===== src/rtl/btn_debounce_pulse.sv =====
// Per-button synchronizer, debounce FSM and single-pulse generator for the raw push-buttons.
// Define BTN_DEBOUNCE_MCEN_EN to enable the auto-repeat output btn_mcen; otherwise it is tied to 0.
module btn_debounce_pulse #(
   parameter int N_BTN         = 5,
   parameter int DB_CYCLES     = 500000,
   parameter int CNT_W         = 20,
   parameter int REPEAT_CYCLES = 12500000,
   parameter int RPT_W         = 24
) (
   input  logic             Clk,
   input  logic             reset,
   input  logic [N_BTN-1:0] btn_in,
   output logic [N_BTN-1:0] btn_db,
   output logic [N_BTN-1:0] btn_scen,
   output logic [N_BTN-1:0] btn_mcen
);

   localparam logic [2:0] IDLE     = 3'd0;
   localparam logic [2:0] WQ_PRESS = 3'd1;
   localparam logic [2:0] SCEN     = 3'd2;
   localparam logic [2:0] HELD     = 3'd3;
   localparam logic [2:0] WQ_REL   = 3'd4;

   localparam logic [CNT_W-1:0] DB_LAST = CNT_W'(DB_CYCLES - 1);

   // Out-of-range counts would never match the terminal compare and lock a lane up.
   if (DB_CYCLES < 1 || longint'(DB_CYCLES) > (longint'(1) << CNT_W) - 1) begin : g_bad_db_cycles
      $error("DB_CYCLES out of range for CNT_W");
   end
   if (REPEAT_CYCLES < 1 || longint'(REPEAT_CYCLES) > (longint'(1) << RPT_W) - 1) begin : g_bad_repeat
      $error("REPEAT_CYCLES out of range for RPT_W");
   end

   for (genvar g = 0; g < N_BTN; g++) begin : g_lane
      logic             sync_1;
      logic             btn_s;
      logic [2:0]       state;
      logic [CNT_W-1:0] cnt;

      // NOTE: every register here uses non-blocking assignments so all lanes and
      // both synchronizer stages update from the same pre-edge values.
      always_ff @(posedge Clk or posedge reset) begin
         if (reset) begin
            sync_1 <= 1'b0;
            btn_s  <= 1'b0;
            state  <= IDLE;
            cnt    <= '0;
         end else begin
            sync_1 <= btn_in[g];
            btn_s  <= sync_1;
            case (state)
               IDLE: begin
                  if (btn_s) begin
                     state <= WQ_PRESS;
                     cnt   <= '0;
                  end
               end
               WQ_PRESS: begin
                  if (!btn_s)              state <= IDLE;
                  else if (cnt == DB_LAST) state <= SCEN;
                  else                     cnt   <= cnt + CNT_W'(1);
               end
               SCEN: state <= HELD;
               HELD: begin
                  if (!btn_s) begin
                     state <= WQ_REL;
                     cnt   <= '0;
                  end
               end
               WQ_REL: begin
                  if (btn_s)               state <= HELD;
                  else if (cnt == DB_LAST) state <= IDLE;
                  else                     cnt   <= cnt + CNT_W'(1);
               end
               default: state <= IDLE;
            endcase
         end
      end

      assign btn_db[g]   = (state == SCEN) || (state == HELD) || (state == WQ_REL);
      assign btn_scen[g] = (state == SCEN);

`ifdef BTN_DEBOUNCE_MCEN_EN
      localparam logic [RPT_W-1:0] RPT_LAST = RPT_W'(REPEAT_CYCLES - 1);

      logic [RPT_W-1:0] rpt;
      logic             rpt_pulse;

      // The repeat phase restarts on every entry to HELD, including a bounce back from WQ_REL.
      always_ff @(posedge Clk or posedge reset) begin
         if (reset) begin
            rpt       <= '0;
            rpt_pulse <= 1'b0;
         end else if (state == SCEN || (state == WQ_REL && btn_s)) begin
            rpt       <= '0;
            rpt_pulse <= 1'b0;
         end else if (state == HELD && btn_s) begin
            if (rpt == RPT_LAST) begin
               rpt       <= '0;
               rpt_pulse <= 1'b1;
            end else begin
               rpt       <= rpt + RPT_W'(1);
               rpt_pulse <= 1'b0;
            end
         end else begin
            rpt_pulse <= 1'b0;
         end
      end

      assign btn_mcen[g] = (state == SCEN) | rpt_pulse;
`else
      assign btn_mcen[g] = 1'b0;
`endif
   end

endmodule


===== config.mk =====
export PLATFORM = sky130hd
export DESIGN_NAME = btn_debounce_pulse
export DESIGN_NICKNAME = d
export VERILOG_FILES = /design/src/rtl/btn_debounce_pulse.sv
export SDC_FILE = /design/constraint.sdc
export NUM_CORES = 1
export LEC_CHECK = 0
export ABC_CLOCK_PERIOD_IN_PS = 5000
export CORE_MARGIN = 2
export CORE_UTILIZATION = 55
export CTS_BUF_LIST = sky130_fd_sc_hd__clkbuf_8
export CTS_CLUSTER_DIAMETER = 80
export DETAILED_ROUTE_END_ITERATION = 8
export PLACE_DENSITY_LB_ADDON = 0.15
export SLEW_MARGIN = 0
export SYNTH_ARGS = -nofsm -noshare
export SYNTH_HDL_FRONTEND = slang
export SYNTH_SLANG_ARGS = --single-unit

===== constraint.sdc =====
create_clock -name Clk -period 5 [get_ports Clk]
set_input_delay 0.5 -clock Clk [delete_from_list [all_inputs] [get_ports Clk]]
set_output_delay 0.5 -clock Clk [all_outputs]
set_load 0.02 [all_outputs]

# Yosys cells after proc, flatten, opt, wreduce, memory -nomap -nowiden
# Index checks and enable logic that the tools add are counted.
# totals
regBits	125
in_bits	7
out_inout_bits	15
elab_cells	175
# classes
n_addsub	5
eq_ne	55
n_mux	65
reduce_logical	30
# ops
cell	count
$mux W20	25
$pmux W20 S4	5
$add A20 B1 Y20 const B	5
$eq A20 B19 Y1 const B	5
$mux W3	30
$pmux W3 S5	5
$ne A2 B2 Y1 const B	20
$eq A3 B2 Y1 const B	10
$ne A3 B3 Y1 const B	10
$reduce_and A5 Y1	5
$reduce_and A4 Y1	5
$reduce_bool A4 Y1	5
$eq A3 B1 Y1 const B	5
$eq A3 B3 Y1 const B	5
$logic_not A3 Y1	5
$logic_or A1 B1 Y1	10

# Logic depth before layout (Yosys ltp)
# Gate-level depths: netlist of run 1.
# logic_depth
ltp_word	4
depth_mapped	8
mapped_depth_nobuf	6

# Worst setup path after synthesis of run 1
# OpenSTA, ideal clock, no wires.
# synth_timing
kind	reg-to-reg
startpoint	register g_lane[3].cnt[0]
endpoint	register g_lane[3].cnt[11]
setup_ns	0.127
t_arrival_ns	1.966
setup_slack_ns	2.907
stages_incl_launch_ff	8
n_path_buf	1
path_cell_list	dfrtp_1 ha_1 nand3_1 nor3_1 a311oi_1 a21oi_4 buf_6 a311o_2
# synth_between
elab_chain_cells	4
elab_cells_between_ends	6
cone_classes	add/sub: 1; eq/ne: 1; mux: 4
# synth_lines
element	line	source
from (decl)	38	logic [CNT_W-1:0] cnt;
from (signal assigned)	61	else cnt <= cnt + CNT_W'(1);
from (signal assigned)	73	else cnt <= cnt + CNT_W'(1);
$add A20 B1 Y20 / $eq A20 B19 Y1 (equally long branches)	-	
$mux W20 (*)	60, 72	
$mux W20 (on tied branches)	71, 59	
$pmux W20 S4 (*)	51	case (state)
# Every way passes the cells marked *; elsewhere a longest branch is shown, timed or not. The select of a mux whose other input is x is not followed.
# A chain may end at the register's enable or synchronous reset.

# Final worst setup path of run 1
# layout_timing
startpoint	register g_lane[1].cnt[14]
endpoint	register g_lane[1].cnt[13]
# layout_between
elab_chain_cells	4
elab_cells_between_ends	5
cone_classes	eq/ne: 1; mux: 4
# layout_lines
element	line
from (decl)	38
from (signal assigned)	61
from (signal assigned)	73
$eq A20 B19 Y1 (*)	60, 72
$mux W20 (*)	-
$mux W20 (on tied branches)	-
$pmux W20 S4 (*)	-
# Marks and branches as above.

==> results of run 1 <==
routing by layer:
metal  share of wire [%]  routed length (µm)  vias up  track usage, %
li1                    -                   -     3199               -
met1                  46                7540     3249            32.2
met2                  49                8100      161            39.3
met3                 3.8                 627       24            4.72
met4                 1.4                 225        0            7.99
met5                   0                   0        -               0
report_power, final:
group,switching [mW],internal [mW]
Sequential,0.0625,1.05
Combinational,0.129,0.0800
Clock,0.385,0.468
Total,0.576,1.60
final cells by class:
class                   count  area [µm²]  share of cell area (%)
multi-input cells         642        3920                    49.0
flip-flops and latches    125        3130                    39.1
clock buffers              20         275                    3.44
repair buffers             24         220                    2.75
well taps                 176         220                    2.75
inverters                  37         141                    1.77
clock inverters            11         103                    1.28
sequential cells by signal, indices dropped and copies added (netlist names):
name,cells
g_lane.btn_s,5
g_lane.state,15
g_lane.sync_1,5
g_lane.cnt,100
critical path, delay by kind of cell (launching register included):
kind	cells	cell delay, ns
AO/OA/AOI/OAI	2	1.20
AND/OR/NAND/NOR	3	1.00
flip-flops	1	0.45
synth_stat cells (9+ instances only):
library cell | instances | area (µm²)
and4_1 | 9 | 78.8
o21ai_0 | 43 | 215
nand2b_1 | 15 | 93.8
a22oi_1 | 12 | 90.1
inv_1 | 37 | 139
a41oi_1 | 13 | 114
nand4_1 | 37 | 231
nor4_1 | 17 | 106
clkbuf_1 | 26 | 97.6
dfrtp_1 | 125 | 3130
nor2_1 | 62 | 233
a31oi_1 | 43 | 269
nand3_1 | 53 | 265
mux2i_1 | 25 | 250
a21oi_1 | 52 | 260
nand2_1 | 69 | 259
and3_1 | 24 | 150
nor3_1 | 29 | 145
o22ai_1 | 10 | 62.6
kinds of logic (layout without fill, tap and decap cells):
logic type               after synthesis  in the layout  share of synthesized area (%)
AND/OR/NAND/NOR                      365            365                           26.5
AO/OA/AOI/OAI                        236            236                           21.1
flip-flops                           125            125                           42.1
buffers and inverters                 86             92                           5.37
multiplexers                          27             27                           3.67
adder cells (fa/ha/maj)                5              5                          0.842
XOR/XNOR                               4              4                          0.471
other                                  1              5                         0.0504
layout by cell type, fill, tap and decap left out, types with 5 or more instances in the layout:
cell               n
a41oi_1           13
o21ai_1            5
ha_1               5
a21oi_1           52
and2_1             7
clkdlybuf4s50_1   16
mux2i_1           25
o31ai_1            6
a31oi_1           43
nor2_1            62
and4_1             9
nor4_1            17
nor3_1            29
dfrtp_1          125
nand2b_1          15
nor2b_1            6
conb_1             5
buf_4              8
and3_1            24
nand4_1           37
a31o_2             7
o21ai_0           43
a22oi_1           12
nand2_1           69
a311o_2            8
nor4b_1            6
nand3_1           53
inv_1             40
o22ai_1           10
clkbuf_8          20
through the flow:
step | util, % | std cells | cell area (µm²) | total power [mW] | setup WS [ns]
2_1_floorplan | - | 853 | 7450 | 1.29 | 1.17
3_3_place_gp | 57.6 | 1004 | 7630 | 1.33 | 2.46
3_5_place_dp | 57.6 | 1004 | 7630 | 1.34 | 2.34
4_1_cts | 60.5 | 1035 | 8010 | 2.20 | 2.35
5_1_grt | 60.5 | 1035 | 8010 | 2.29 | 2.00
6_report | 60.5 | 1035 | 8010 | 2.18 | 2.28
worst min path at each step:
| stage | startpoint | end |
|---|---|---|
| 2_1_floorplan | g_lane[0].sync_1 | g_lane[0].btn_s |
| 3_3_place_gp | g_lane[2].sync_1 | g_lane[2].btn_s |
| 3_5_place_dp | g_lane[0].sync_1 | g_lane[0].btn_s |
| 4_1_cts | g_lane[4].sync_1 | g_lane[4].btn_s |
| 5_1_grt | g_lane[4].sync_1 | g_lane[4].btn_s |
| 6_report | g_lane[4].sync_1 | g_lane[4].btn_s |
==> flow_metrics.tcl, run 1 <==
set metrics [dict create \
    clock-root-buffer "clkbuf_8" \
    track_usage_pct 24.0 \
    slowest_stage "o22ai_1" \
    drc 0 \
    ys_seq_area_share_pct 42.1 \
    cts-resized-gates 0 \
    start_kind "flop" \
    initial_core_util_pct 56.1 \
    maxCapViolCount 0 \
    postCtsSetupBuffers 0 \
    slew_violations 0 \
    rr_worst_depth 5 \
    die_h_um 120 \
    drt-vias-per-instance 6.41 \
    first_global_vias 6209 \
    core_area_um2 13200 \
    r2r-end "g_lane[1].cnt[13]" \
    rsz0062_at_grt "false" \
    irDropWorstVdd_v 0.000161 \
    synth_flop_cell "dfrtp_1" \
    drtAntennaViolNets 0 \
    num_vias 6633 \
    fillers 1177 \
    overflow 0 \
    ios 22 \
    fmax_mhz 367 \
    die_area_um2 14500 \
    avgSynthCellArea_um2 8.76 \
    drt_iter0_drc 683 \
    worst-slew-pin-transition_ns 1.21 \
    rows 42 \
    cp_cell_sequence "nor4b_1 > nand4_1 > o22ai_1 > nand2_1 > a31oi_1" \
    yosys_warnings 0 \
    routedWlPerCell_um 15.9 \
    drive_above_1_share_pct 7.80 \
    clock-sinks 125 \
    insertion_delay_ns 0.45 \
    arrival_ns 3.09 \
    skew_ns 0.0114 \
    syn_inst 849 \
    synth_edf_count 0 \
    whs_ns 0.350 \
    wl_um 16500 \
    hold_violations 0 \
    first_pass_iters 6 \
    portBuffers 16 \
    fin_tns_setup_ns 0 \
    ys_seq_elements 125 \
    path_class "flop to flop" \
    hold_buffers 0 \
    crit_path_start "g_lane[1].cnt[14]" \
    setup_viol_count_final 0 \
    gp_congestion 0.912 \
    worstHoldPathCells 0 \
    cts-buffers-inserted 17 \
    period_share_pct 54.5 \
    finalNetCount 859 \
    pwr_density_cell_nw_per_um2 272 \
    fin_crit_ns 2.72 \
    rrSetupSlack_ns 2.28 \
    hold_path.class "flop to flop" \
    diodes 0 \
    synth_cell_types 72 \
    grt_max_degree 78 \
    slowest_delay_ns 0.93 \
    hpwl_um 10900 \
    critPathRequiredTime_ns 5.36 \
    antenna_found_initial 0 \
    status "complete, no violations" \
    p_leak_nw 3.26 \
    reg2reg_from "g_lane[1].cnt[14]" \
    async_flop_share_pct 100 \
    relSlewSlack_pct 19.3 \
    chipWidth_um 120 \
    cts_tree "yes" \
    cts.htree.levels 4 \
    syn2layout_area_growth_pct 7.74 \
    cts.clk_slew.worst_paths_ns 0.07 \
    crit_fanout 16 \
    grt_first_pass_wirelength_um 28700 \
    syn-cell-area_um2 7430 \
    clockBufferDepth 2 \
    critical_path.endpoint_type "flop" \
    endpoint "g_lane[1].cnt[13]" \
]
Power figures use the tool's default switching activity.
==> run 2, diff against run 1 <==
- ABC_CLOCK_PERIOD_IN_PS: 5000 -> 2200
- clock period: 5 -> 2.2 ns (I/O delays scaled with it)
==> flow_metrics.tcl, run 2 (synthesized netlist as in run 1, its figures left out) <==
set metrics [dict create \
    routedWlPerCell_um 16.1 \
    hold_path.class "input pin to async pin" \
    fin_crit_ns 2.13 \
    drc 0 \
    drt_iter0_drc 834 \
    first_pass_iters 6 \
    die_h_um 120 \
    clockBufferDepth 2 \
    fin_tns_setup_ns 0 \
    drive_above_1_share_pct 14.4 \
    core_area_um2 13200 \
    antenna_found_initial 0 \
    clock-sinks 125 \
    start_kind "flop" \
    syn2layout_area_growth_pct 14.4 \
    track_usage_pct 25.1 \
    critical_path.endpoint_type "flop" \
    drt-vias-per-instance 6.44 \
    cts.clk_slew.worst_paths_ns 0.07 \
    rr_worst_depth 6 \
    setup_viol_count_final 0 \
    p_leak_nw 3.51 \
    period_share_pct 96.7 \
    crit_fanout 14 \
    num_vias 6982 \
    first_global_vias 6600 \
    top_register "g_lane.cnt" \
    worst-slew-pin-transition_ns 0.705 \
    gp_congestion 0.863 \
    grt_first_pass_wirelength_um 29900 \
    cts-buffers-inserted 17 \
    rsz0062_at_grt "false" \
    critPathRequiredTime_ns 2.53 \
    hold_violations 0 \
    r2r-end "g_lane[3].cnt[15]" \
    path_class "flop to flop" \
    finalNetCount 908 \
    fmax_mhz 470 \
    overflow 0 \
    rrSetupSlack_ns 0.07 \
    arrival_ns 2.46 \
    power_mw 4.99 \
    slew_violations 0 \
    cts_tree "yes" \
    largest_register_ffs 100 \
    diodes 0 \
    insertion_delay_ns 0.45 \
    skew_ns 0.0110 \
    final_common_cell "dfrtp_1" \
    hpwl_um 11800 \
    relSlewSlack_pct 52.7 \
    rows 42 \
    pwr_density_cell_nw_per_um2 587 \
    cts.htree.levels 4 \
    wl_um 17500 \
    crit_path_start "g_lane[3].cnt[5]" \
    die_area_um2 14500 \
    maxCapViolCount 0 \
    irDropWorstVdd_v 0.000434 \
    drtAntennaViolNets 0 \
    ios 22 \
    portBuffers 16 \
    clock-root-buffer "clkbuf_8" \
    layout_common_cells "dfrtp_1, nand2_1, nor2_1" \
    largestRegisters "g_lane.cnt: 100 flops, g_lane.state: 15 flops" \
    chipWidth_um 120 \
    initial_core_util_pct 56.1 \
    reg2reg_from "g_lane[3].cnt[5]" \
    grt_max_degree 87 \
    status "complete, no violations" \
]
run 2: cell types whose count changed in the layout (fill, tap and decap cells not counted), sizes merged:
cell           delta
buf              +49
clkinvlp         +10
inv               -5
clkdlybuf4s50     -3
dlygate4sd2       +3
clkinv            -2
bufinv            -1
clkbuf            -1
run 2: worst max path at each step:
stage	to	slack, ns	cells after the start
6_report	g_lane[3].cnt[15]	0.07	6
4_1_cts	btn_db[1]	0.03	4
5_1_grt	btn_scen[1]	0.005	3
2_1_floorplan	g_lane[3].cnt[11]	0.11	7
3_5_place_dp	g_lane[3].cnt[18]	0.10	6
3_3_place_gp	g_lane[3].cnt[1]	0.13	6
run 2: repair_timing:
action / in CTS / in global routing
hold buffers: 0 / 0
hold endpoints to repair: 0 / 0
setup buffers: 0 / 1
resized for setup: 3 / 12
endpoints found under the setup margin: 3 / 15
run 2: layout make-up:
| type | count | area (µm²) |
|---|---|---|
| fill | 1117 | 4740 |
| multi-input combinational | 642 | 3960 |
| sequential | 125 | 3130 |
| timing repair buffer | 73 | 672 |
| clock buffer | 19 | 262 |
| tap | 176 | 220 |
| inverter | 37 | 143 |
| clock inverter | 13 | 119 |
run 2: per-stage QoR:
| step | instances | hold slack (ns) | setup WS (ns) | utilization (%) | cell area (µm²) |
|---|---|---|---|---|---|
| floorplan | 853 | 0.251 | 0.107 | - | 7450 |
| global placement | 1052 | 0.332 | 0.126 | 60.9 | 8070 |
| detailed placement | 1052 | 0.335 | 0.101 | 60.9 | 8070 |
| CTS | 1084 | 0.179 | 0.0276 | 63.8 | 8440 |
| global route | 1085 | 0.188 | 0.00470 | 64.2 | 8510 |
| finish | 1085 | 0.203 | 0.0729 | 64.2 | 8510 |
run 2: routing by layer:
layer | global-route usage (%) | wire (µm) | up-vias | part of all wire [%]
met2 | 42.6 | 8850 | 207 | 51
li1 | - | - | 3301 | -
met4 | 10.2 | 303 | 0 | 1.7
met3 | 4.58 | 634 | 33 | 3.6
met5 | 0 | 0 | - | 0
met1 | 31.9 | 7700 | 3441 | 44
run 2: critical path: stages, from the launching register on:
cell and delay, ns:
dfrtp_1 0.40, or4b_4 0.55, nor4_4 0.29, a21bo_1 0.21
buf_12 0.15, nor3_1 0.05, a311o_2 0.35
run 2: power by group:
group | leakage [nW] | internal, mW | switching, mW
combinational | 1.66 | 0.233 | 0.322
sequential | 1.69 | 2.40 | 0.126
clock | 0.160 | 0.946 | 0.969
==> run 3, diff against run 2 <==
- ABC_CLOCK_PERIOD_IN_PS: 2200 -> default
- TNS_END_PERCENT: default -> 20
==> flow_metrics.tcl, run 3 (synthesized netlist as in run 1, its figures left out) <==
set metrics [dict create \
    hold_violations 0 \
    wl_um 17400 \
    critical_path.endpoint_type "flop" \
    period_share_pct 97.0 \
    chipWidth_um 120 \
    postCtsSetupBuffers 0 \
    final_common_cell "dfrtp_1" \
    syn2layout_area_growth_pct 14.1 \
    irDropWorstVdd_v 0.000433 \
    fin_crit_ns 2.13 \
    rrSetupSlack_ns 0.07 \
    gp_congestion 0.863 \
    cts_tree "yes" \
    grt_first_pass_wirelength_um 29900 \
    intPower_mw 3.57 \
    arrival_ns 2.46 \
    layout_common_cells "dfrtp_1, nand2_1, nor2_1" \
    crit_fanout 14 \
    cts.htree.levels 4 \
    track_usage_pct 25.1 \
    insertion_delay_ns 0.45 \
    drc 0 \
    switching_share_pct 28.5 \
    drt-vias-per-instance 6.42 \
    maxCapViolCount 0 \
    hpwl_um 11800 \
    pwr_density_cell_nw_per_um2 589 \
    finalNetCount 907 \
    critPathRequiredTime_ns 2.53 \
    status "complete, no violations" \
    worst-slew-pin-transition_ns 0.728 \
    fin_tns_setup_ns 0 \
    initial_core_util_pct 56.1 \
    cts.clk_slew.worst_paths_ns 0.08 \
    start_kind "flop" \
    power_mw 4.99 \
    setup_viol_count_final 0 \
    power_frac_comb_pct 11.0 \
    slew_violations 0 \
    seqPwrFrac_pct 50.5 \
    clockBufferDepth 2 \
    p_leak_nw 3.51 \
    top_register "g_lane.cnt" \
    power.share.clock_pct 38.5 \
    largestRegisters "g_lane.cnt: 100 flops, g_lane.state: 15 flops" \
    antenna_found_initial 0 \
    hold_path.class "input pin to async pin" \
    drtAntennaViolNets 0 \
    overflow 0 \
    rsz0062_at_grt "true" \
    die_area_um2 14500 \
    fmax_mhz 469 \
    grt_max_degree 87 \
    rows 42 \
    switching_power_mw 1.42 \
    clock-sinks 125 \
    fillers 1121 \
    first_pass_iters 6 \
    diodes 0 \
    drive_above_1_share_pct 14.1 \
    ios 22 \
    die_h_um 120 \
    portBuffers 16 \
    first_global_vias 6600 \
    path_class "flop to flop" \
    largest_register_ffs 100 \
    routedWlPerCell_um 16.1 \
    cts-buffers-inserted 17 \
    drt_iter0_drc 850 \
    skew_ns 0.0108 \
    clock-root-buffer "clkbuf_8" \
    num_vias 6957 \
    core_area_um2 13200 \
    relSlewSlack_pct 51.1 \
]
## run 3: cell types whose count changed in the layout (fill, tap and decap cells not counted)
| cell | change |
|---|---|
| o21ai_2 | -1 |
| o21ai_1 | +2 |
| o21ai_0 | -1 |
| ha_1 | +1 |
| buf_12 | -1 |
| ha_2 | -1 |
## run 3: power by group through the flow
| stage | logic [mW] | registers (mW) | clock network (mW) |
|---|---|---|---|
| after detailed placement | 0.550 | 2.56 | 0 |
| final | 0.549 | 2.52 | 1.92 |
| after global placement | 0.526 | 2.55 | 0 |
| after CTS | 0.551 | 2.52 | 1.96 |
| after global routing | 0.620 | 2.54 | 2.06 |
| after floorplan | 0.403 | 2.53 | 0 |
## run 3: through the flow
step                      area [µm²]  utilization, %  cells  worst slack, ns  hold slack (ns)
after global routing            8480            64.0   1084         -0.00380            0.188
after detailed placement        8070            60.9   1052            0.101            0.335
after CTS                       8440            63.8   1084           0.0276            0.179
after global placement          8070            60.9   1052            0.126            0.332
final                           8480            64.0   1084           0.0669            0.202
after floorplan                 7450               -    853            0.107            0.251
## run 3: critical path, cell delays in order (launching register included)
cell,delay (ns)
dfrtp_1,0.40
or4b_4,0.55
nor4_4,0.29
a21bo_1,0.21
buf_12,0.15
nor3_1,0.05
a311o_2,0.35
## run 3: repair_timing
item                       in CTS  in global routing
setup endpoints to repair       3                 15
resized for setup               3                 11
hold buffers                    0                  0
## run 3: routing by layer
metal  part of all wire (%)  GRT usage [%]
met1                     44           31.9
met3                    4.2           4.58
met4                    1.7           10.2
met2                     51           42.6
met5                      0              0
## run 3: worst paths after layout
kind / from / to / depth (start not counted)
setup / recovery: g_lane[3].cnt[5] / g_lane[3].cnt[15] / 6
hold / removal: reset / g_lane[3].state[2] / 3
setup reg to reg: g_lane[3].cnt[5] / g_lane[3].cnt[15] / 6
hold reg to reg: g_lane[4].sync_1 / g_lane[4].btn_s / 0
max in group asynchronous: reset / g_lane[1].state[1] / 3
min in group Clk: btn_in[1] / g_lane[1].sync_1 / 1
## run 3: cell type report
type	count	area, µm²	area share [%]
Clock buffer	19	262	3.08
Clock inverter	13	119	1.40
Inverter	37	143	1.68
Multi-Input combinational cell	642	3960	46.7
Sequential cell	125	3130	36.9
Tap cell	176	220	2.60
Timing Repair Buffer	72	652	7.69
